### src/rtl/biker_spawn_scheduler.sv
// biker_spawn_scheduler
// Per-level sequencer for the biker FSM pool: enables the level's quota of
// bikers, releases them one at a time at a level-dependent interval, clears
// enables on hits and reports when every biker of the level is gone.
// Optional feature macro: SCHED_PAUSE_EN adds a pause input that freezes the
// release timer and holds off releases while hits keep being processed.
module biker_spawn_scheduler #(
    parameter int NUM_BIKERS          = 8,
    parameter int BASE_COUNT          = 2,
    parameter int SPAWN_INTERVAL_BASE = 20,
    parameter int INTERVAL_LEVEL_STEP = 1,
    parameter int MIN_INTERVAL        = 5
) (
    input  logic                  clk,
    input  logic                  resetN,
    input  logic                  startOfLevel,
    input  logic [3:0]            level,
    input  logic                  oneTensSec,
`ifdef SCHED_PAUSE_EN
    input  logic                  pause,
`endif
    input  logic [NUM_BIKERS-1:0] bikerHit,
    output logic [NUM_BIKERS-1:0] bikerEnabled,
    output logic [NUM_BIKERS-1:0] bikerStartMovement,
    output logic                  levelCleared,
    output logic [3:0]            aliveCount,
    output logic                  busy
);

    typedef enum logic [2:0] {
        IDLE    = 3'd0,
        ARM     = 3'd1,
        RELEASE = 3'd2,
        WAIT    = 3'd3,
        DRAIN   = 3'd4,
        DONE    = 3'd5
    } stateT;

    stateT                  state;
    stateT                  nextState;
    logic [3:0]             ptr;
    logic [3:0]             quota;
    logic [7:0]             interval;
    logic [7:0]             timer;
    logic [4:0]             quotaRaw;
    logic signed [9:0]      intervalRaw;
    logic [3:0]             newQuota;
    logic [7:0]             newInterval;
    logic [NUM_BIKERS-1:0]  enableMask;
    logic [3:0]             aliveNext;
    logic                   paused;
    logic                   tick;

`ifdef SCHED_PAUSE_EN
    assign paused = pause;
`else
    assign paused = 1'b0;
`endif

    assign tick = oneTensSec & ~paused;

    // Level-derived quota, interval and enable mask, latched on startOfLevel.
    always_comb begin
        quotaRaw    = 5'(BASE_COUNT) + {2'b00, level[3:1]};
        newQuota    = (quotaRaw > 5'(NUM_BIKERS)) ? 4'(NUM_BIKERS) : 4'(quotaRaw);
        // Signed so that high levels go negative before the floor is applied.
        intervalRaw = 10'(SPAWN_INTERVAL_BASE)
                    - $signed({6'd0, level}) * 10'(INTERVAL_LEVEL_STEP);
        newInterval = (intervalRaw < 10'(MIN_INTERVAL)) ? 8'(MIN_INTERVAL)
                                                        : 8'(intervalRaw);
        for (int i = 0; i < NUM_BIKERS; i++) begin
            enableMask[i] = (i < int'(newQuota));
        end
    end

    // Population count of the enable vector, registered into aliveCount.
    always_comb begin
        aliveNext = '0;
        for (int i = 0; i < NUM_BIKERS; i++) begin
            aliveNext = aliveNext + 4'(bikerEnabled[i]);
        end
    end

    // State register.
    always_ff @(posedge clk) begin
        if (!resetN) begin
            state <= IDLE;
        end else begin
            state <= nextState;
        end
    end

    // Next-state and state-decoded outputs.
    always_comb begin
        // NOTE: every output of this block gets a default first, so no path
        // through the case statement can leave one unassigned (no latches).
        nextState          = state;
        bikerStartMovement = '0;
        levelCleared       = 1'b0;
        busy               = 1'b0;
        case (state)
            IDLE: begin
                nextState = IDLE;
            end
            ARM: begin
                busy = 1'b1;
                if (!paused) begin
                    nextState = RELEASE;
                end
            end
            RELEASE: begin
                busy = 1'b1;
                // A hit or restart in the release cycle wins over the pulse.
                for (int i = 0; i < NUM_BIKERS; i++) begin
                    if (ptr == 4'(i) && bikerEnabled[i] && !bikerHit[i] && !startOfLevel) begin
                        bikerStartMovement[i] = 1'b1;
                    end
                end
                nextState = ((ptr + 4'd1) >= quota) ? DRAIN : WAIT;
            end
            WAIT: begin
                busy = 1'b1;
                if (tick && timer <= 8'd1) begin
                    nextState = RELEASE;
                end
            end
            DRAIN: begin
                busy = 1'b1;
                if (bikerEnabled == '0) begin
                    nextState = DONE;
                end
            end
            DONE: begin
                levelCleared = 1'b1;
                nextState    = IDLE;
            end
            default: begin
                nextState = IDLE;
            end
        endcase
        if (startOfLevel) begin
            nextState = ARM;
        end
    end

    // Enables, release pointer, interval timer and alive counter.
    always_ff @(posedge clk) begin
        // NOTE: sequential state uses non-blocking assignments so every
        // register here samples the pre-edge values of the others.
        if (!resetN) begin
            bikerEnabled <= '0;
            aliveCount   <= '0;
            ptr          <= '0;
            timer        <= '0;
            quota        <= '0;
            interval     <= '0;
        end else begin
            aliveCount <= aliveNext;
            if (startOfLevel) begin
                quota        <= newQuota;
                interval     <= newInterval;
                bikerEnabled <= enableMask;
                ptr          <= '0;
                timer        <= '0;
            end else begin
                if (state != IDLE) begin
                    bikerEnabled <= bikerEnabled & ~bikerHit;
                end
                if (state == RELEASE) begin
                    ptr   <= ptr + 4'd1;
                    timer <= interval;
                end else if (state == WAIT && tick) begin
                    timer <= timer - 8'd1;
                end
            end
        end
    end

endmodule

### config.mk
export PLATFORM = sky130hd
export DESIGN_NAME = biker_spawn_scheduler
export DESIGN_NICKNAME = d
export VERILOG_FILES = /design/src/rtl/biker_spawn_scheduler.sv
export SDC_FILE = /design/constraint.sdc
export NUM_CORES = 1
export LEC_CHECK = 0
export CAP_MARGIN = 0
export CORE_MARGIN = 5
export CORE_UTILIZATION = 35
export DETAILED_ROUTE_END_ITERATION = 7
export REMOVE_ABC_BUFFERS = 1
export SYNTH_ARGS = -nofsm -noshare
export SYNTH_HDL_FRONTEND = slang
export SYNTH_SLANG_ARGS = --single-unit
### constraint.sdc
create_clock -name clk -period 3.45 [get_ports clk]
set_input_delay 0.69 -clock clk [delete_from_list [all_inputs] [get_ports clk]]
set_output_delay 0.69 -clock clk [all_outputs]
set_load 0.005 [all_outputs]
==> qor.txt, run 1 <==
Cell depth of the worst flop-to-flop path: 10
Wire per inst: 13.6 um
Maximum fanout along the worst path: 4
Final Hold Fails: 0
Num rows: 28
Synth Area per Inst: 8.19 um^2
Initial antenna violation count: 0
CP arrival: 2.29 ns
Final Wtd Congestion: 0.787
Die ar.: 0.00772 mm^2
Cell mode on critical path: clkdlybuf4s50_1
Cts bufs inserted: 5
Slew Viols, Final: 0
Clock skew: 0.00653 ns
Maximum clock frequency: 335 MHz
ANT cells: 0
Slowest CP cell: clkdlybuf4s50_1
Post-Syn Area: 0.00212 mm^2
Worst slew pin tran: 0.565 ns
Pleak: 1.02 nW
Final core utilization: 44.8%
Crit share post-route: 86.5%
Fin crit period: 2.98 ns
RSZ-0062 raised after global routing: no
Initial DRT Pass Iterations: 6
Hold depth: 2
Number of synthesis warnings: 0
Place WS: 0.458 ns
Die height: 87.9 um
Initial Util: 35.8%
Placeable Area: 0.00592 mm^2
Clock Latency Late Sink: 0.29 ns
PD cells: 360 mW/mm^2
Top Ports: 38
Post-synth EDFFs: 0
Ys async rst share: 0%
Vias/cell: 4.97
Cell count after synthesis: 259
Filler Cell Count: 576
Setup TNS Final: 0 ns
CP max stage delay: 0.53 ns
CTS resizes: 0
Fin Hold WS: 0.465 ns
HP Class: flop to flop
Fin cells: 373
Setup crit start kind: input port
CP Capture Type: output pin
Layout cells sized above 1: 4.03%
Worst vdd ir: 147 uV
Sequential area share after synthesis: 34.0%
Max-slew headroom: 61.4%
Clock slew at the register clock pins of the worst setup and hold paths: 0.07 ns
Port bufs: 37
First-pass GRT wire length: 8470 um
Synth top area cells: dfxtp_1 (34%), ha_1 (12%), nor2_1 (5.5%)
Synth top area share: 34.0%
Cell Area, Placed: 0.00256 mm^2
CTS H-tree depth: 2
Largest net degree at the start of global routing: 21
Setup Buffers After CTS: 0
Crit Path Class: input port to output pin
Status: completed
Crit path cell chain: clkdlybuf4s50_1, nor2_1, nand3_1, nor3_1, clkdlybuf4s50_1
CTS Buffer Depth: 2
Routed WL: 5060 um
Global Route Usage Sum: 14.0%
Final HPWL DP: 3960 um
Top Layer Used: met4
Met3 wire len: 265 um
CTS tree: yes
Pwr Total: 0.954 mW
Worst Path Required: 2.76 ns
Number of global-route vias before repair: 1,768
Die Wd: 87.9 um
Largest area contributor in the netlist: dfxtp_1
Post-synthesis cell type count: 52
Via Count: 1,855
Metal2 WL: 2200 um
Routed Antenna Nets: 0
Root buffer cell: clkbuf_8
Worst setup margin: 0.466 ns
M1 WL: 2540 um
TritonCTS Sinks: 36
Placed Cells: 365
CTS Hold Buffers Added: 0
Max Cap Violations: 0
Initial DRC Count: 104
Final instance area: 0.00265 mm^2
Final setup vio count: 0
Remaining global-route overflow: 0
Nets@finish: 337
Seq cells post-synth: 36
# DRC: 0
Synthesis-to-finish area growth: 25.0%
Ys flop type: dfxtp_1
[cell usage in the layout, fill, tap and decap left out, types with 3 or more instances in the layout]
cell type        synthesis  routed
clkbuf_8                 0       6
xnor2_1                  4       4
a21oi_1                 21      21
a211oi_1                 5       5
o21ai_0                  3       3
ha_1                    20      20
clkdlybuf4s50_1          0      37
fa_1                     4       4
nor2_1                  31      31
inv_1                   27      27
dfxtp_1                 36      36
buf_4                    0       3
nand4_1                  3       3
xor2_1                   7       7
nand2_1                 30      30
nor3_1                  11      11
nand3_1                  6       6
[final timing paths]
| kind | from | to | slack (ns) |
|---|---|---|---|
| setup / recovery | startOfLevel | bikerStartMovement[6] | 0.47 |
| hold / removal | quota[3] | quota[3] | 0.46 |
| setup reg to reg | bikerEnabled[0] | aliveCount[2] | 0.58 |
| hold reg to reg | quota[3] | quota[3] | 0.46 |
[worst max-delay path, delay by kind of cell]
| kind | cells | cell delay, ns |
|---|---|---|
| buffers and inverters | 2 | 0.99 |
| and+or+nand+nor | 3 | 0.61 |
[cells by family (layout without fill, tap and decap cells)]
logic type,count (synthesis),count (layout),synth area share (%)
simple gates,98,98,21.7
compound gates,51,51,16.0
buf+inv,37,76,7.31
flops,36,36,34.0
fa+ha+maj,24,24,15.6
xor+xnor,11,11,4.54
mux,2,2,0.943
[power breakdown]
part	internal, mW	leakage [nW]	switching, mW
Combinational	0.0913	0.683	0.0937
Clock	0.162	0.0445	0.152
Sequential	0.439	0.295	0.0161
[layout make-up]
type,count,area (um^2),share of cell area (%)
Inverter,28,105,3.96
Multi-Input combinational cell,186,1250,47.0
Sequential cell,36,721,27.2
Timing Repair Buffer,40,393,14.8
Clock inverter,1,7.51,0.283
Clock buffer,7,86.3,3.25
Tap cell,75,93.8,3.54
[per-layer routing]
metal	global-route usage (%)	up-vias
li1	-	961
met1	19.6	853
met2	21.6	37
met3	3.10	4
met4	3.77	0
met5	0	-
[synth_stat cells (2+ instances only)]
cell type,instances
nand3_1,6
xor2_1,7
nand2_1,30
buf_6,2
or3_1,2
nand2b_1,2
o21a_1,2
nor3_1,11
clkbuf_1,6
nand4_1,3
ha_1,20
nand4b_1,2
xnor2_1,4
inv_1,27
o21ai_0,3
dfxtp_1,36
fa_1,4
a21oi_1,21
a211oi_1,5
nor2b_1,2
nor2_1,31
mux2i_1,2
a31oi_1,2
[state kept, by name (all words and copies together) (netlist names)]
name / count
bikerEnabled: 8
timer: 8
interval: 5
aliveCount: 4
ptr: 4
quota: 4
state: 3
No activity file was read; power rests on OpenSTA's default activity.
==> run 2, diff against run 1 <==
CELL_PAD_IN_SITES_DETAIL_PLACEMENT = 2   (was default)
CELL_PAD_IN_SITES_GLOBAL_PLACEMENT = 2   (was default)
CORE_UTILIZATION = 31   (was 35)
PLACE_DENSITY_LB_ADDON = 0.1   (was default)
SETUP_SLACK_MARGIN = 0.3   (was default)
==> run 2 against run 1 <==
Worst setup slack worse by 0.017 ns. Sequential share of layout area is 0.14 points lower. Clock-buffer cell count stayed put. Worst hold slack better by 0.0035 ns. Register-to-register slack worse by 0.02 ns. Total power is 2.8% higher. First-iteration DRC count is 55% lower. Clock power is 5% higher. Core utilization is 5.1 points lower. Critical path type unchanged. Critical endpoint is now bikerStartMovement[5].
==> qor.txt, run 2 (synthesized netlist as in run 1, its figures left out) <==
Maximum fanout along the worst path: 4 (unchanged)
Pwr Total: 0.981 mW (+2.8%)
Initial DRT Pass Iterations: 4 (-2)
Maximum clock frequency: 333 MHz (-0.56%)
Crit share post-route: 87.0% (+0.49 points)
R2r setup slk: 0.56 ns (-0.02 ns)
Nets@finish: 338 (+0.30%)
Place WS: 0.393 ns (-0.0651 ns)
Routed WL: 6590 um (+30%)
Cell mode on critical path: clkdlybuf4s50_1
Root buffer cell: clkbuf_8
CTS Buffer Depth: 2 (unchanged)
Top Ports: 38 (unchanged)
Cts bufs inserted: 5 (unchanged)
Initial DRC Count: 47 (-55%)
Clock Latency Late Sink: 0.29 ns (about the same)
CTS Hold Buffers Added: 0 (unchanged)
Final instance area: 0.00267 mm^2 (+0.52%)
Num rows: 30 (+7.1%)
Crit path cell chain: clkdlybuf4s50_1, nor2_1, nand3_1, nor3_1, clkdlybuf4s50_1
Final Hold Fails: 0 (unchanged)
Hold Path Sink: quota[3]
Commonest non-fill, non-tap cell in the layout: clkdlybuf4s50_1
Die Wd: 92.7 um (+5.5%)
CP Capture Type: output pin
Max-slew headroom: 56.5% (-4.8 points)
Wire per inst: 17.4 um (+28%)
Final core utilization: 39.7% (-5.1 points)
Number of global-route vias before repair: 2,019 (+14%)
RSZ-0062 raised after global routing: no
Initial Util: 31.6% (-4.3 points)
Die height: 92.7 um (+5.5%)
Top flop regs: bikerEnabled (8), timer (8), interval (5)
Setup crit start kind: input port
Fin crit period: 3.00 ns (+0.0168 ns)
Placed Cells: 371 (+1.6%)
ANT cells: 0 (unchanged)
Worst slew pin tran: 0.635 ns (+0.0704 ns)
Global Route Usage Sum: 16.0% (+2.1 points)
Remaining global-route overflow: 0 (unchanged)
Status: completed
First-pass GRT wire length: 10,800 um (+28%)
Clock slew at the register clock pins of the worst setup and hold paths: 0.08 ns (about the same)
Port bufs: 37 (unchanged)
Commonest cells after routing, fill and taps aside: clkdlybuf4s50_1 (37), dfxtp_1 (36), nor2_1 (31)
Crit Path Class: input port to output pin
Initial antenna violation count: 0 (unchanged)
Cell Area, Placed: 0.00257 mm^2 (+0.54%)
Synthesis-to-finish area growth: 25.6%
Fin cells: 379 (+1.6%)
Die ar.: 0.00860 mm^2 (+11%)
Setup TNS Final: 0 ns (unchanged)
Cell depth of the worst flop-to-flop path: 10 (unchanged)
Placeable Area: 0.00672 mm^2 (+13%)
Slew Viols, Final: 0 (unchanged)
Pleak: 1.03 nW (+0.47%)
Final Wtd Congestion: 0.755 (-4.1%)
Final setup vio count: 0 (unchanged)
Vias/cell: 5.13 (+3.2%)
Routed Antenna Nets: 0 (unchanged)
Slowest CP cell: clkdlybuf4s50_1
Largest net degree at the start of global routing: 21 (unchanged)
TritonCTS Sinks: 36 (unchanged)
Hold path startpoint: quota[3]
CTS tree: yes
Final HPWL DP: 5210 um (+32%)
Reg-to-Reg End: aliveCount[2]
CTS H-tree depth: 2 (unchanged)
Worst vdd ir: 174 uV (+19%)
Hold depth: 2 (unchanged)
Worst Path Required: 2.76 ns (about the same)
PD cells: 368 mW/mm^2 (+2.3%)
Worst R2R Start: bikerEnabled[0]
# DRC: 0 (unchanged)
Clock skew: 0.0109 ns (+0.00438 ns)
Worst setup margin: 0.449 ns (-0.0168 ns)
Setup Buffers After CTS: 0 (unchanged)
Fin Hold WS: 0.468 ns (+0.00353 ns)
Layout cells sized above 1: 4.35% (+0.32 points)
CP arrival: 2.31 ns (+0.02 ns)
HP Class: flop to flop
CTS resizes: 0 (unchanged)
CP max stage delay: 0.55 ns (+0.02 ns)
Max Cap Violations: 0 (unchanged)
Via Count: 1,945 (+4.9%)
[run 2: worst max-delay path by stage]
stage                     slack (ns)  cells after the start                    end       startpoint
after global placement          0.44                      5  bikerStartMovement[4]     startOfLevel
after floorplan                 0.73                     10          aliveCount[2]  bikerEnabled[0]
after CTS                       0.39                      5  bikerStartMovement[5]     startOfLevel
after detailed placement        0.39                      5  bikerStartMovement[5]     startOfLevel
final                           0.45                      5  bikerStartMovement[5]     startOfLevel
after global routing            0.36                      5  bikerStartMovement[6]     startOfLevel
[run 2: area by class of cell]
type,instances,area (um^2)
sequential,36,721
timing repair buffer,41,400
clock inverter,1,7.51
clock buffer,7,86.3
tap,80,100
inverter,28,105
multi-input combinational,186,1250
fill,769,4050
[run 2: where the power goes]
part / switching, mW / total [mW] / internal, mW / leakage (nW)
Clock: 0.168 / 0.330 / 0.163 / 0.0445
Sequential: 0.0174 / 0.456 / 0.439 / 0.295
Combinational: 0.101 / 0.195 / 0.0936 / 0.687
Total: 0.286 / 0.981 / 0.695 / 1.03
[run 2: routing by layer]
metal  part of all wire (%)  track usage, %
met5                      0               0
met4                   0.35            2.20
met3                    3.4            3.66
met2                     45            25.6
met1                     51            22.6
[run 2: critical path: cells and delay by family]
| kind | cells | cell delay, ns |
|---|---|---|
| buf+inv | 2 | 1.02 |
| simple gates | 3 | 0.60 |
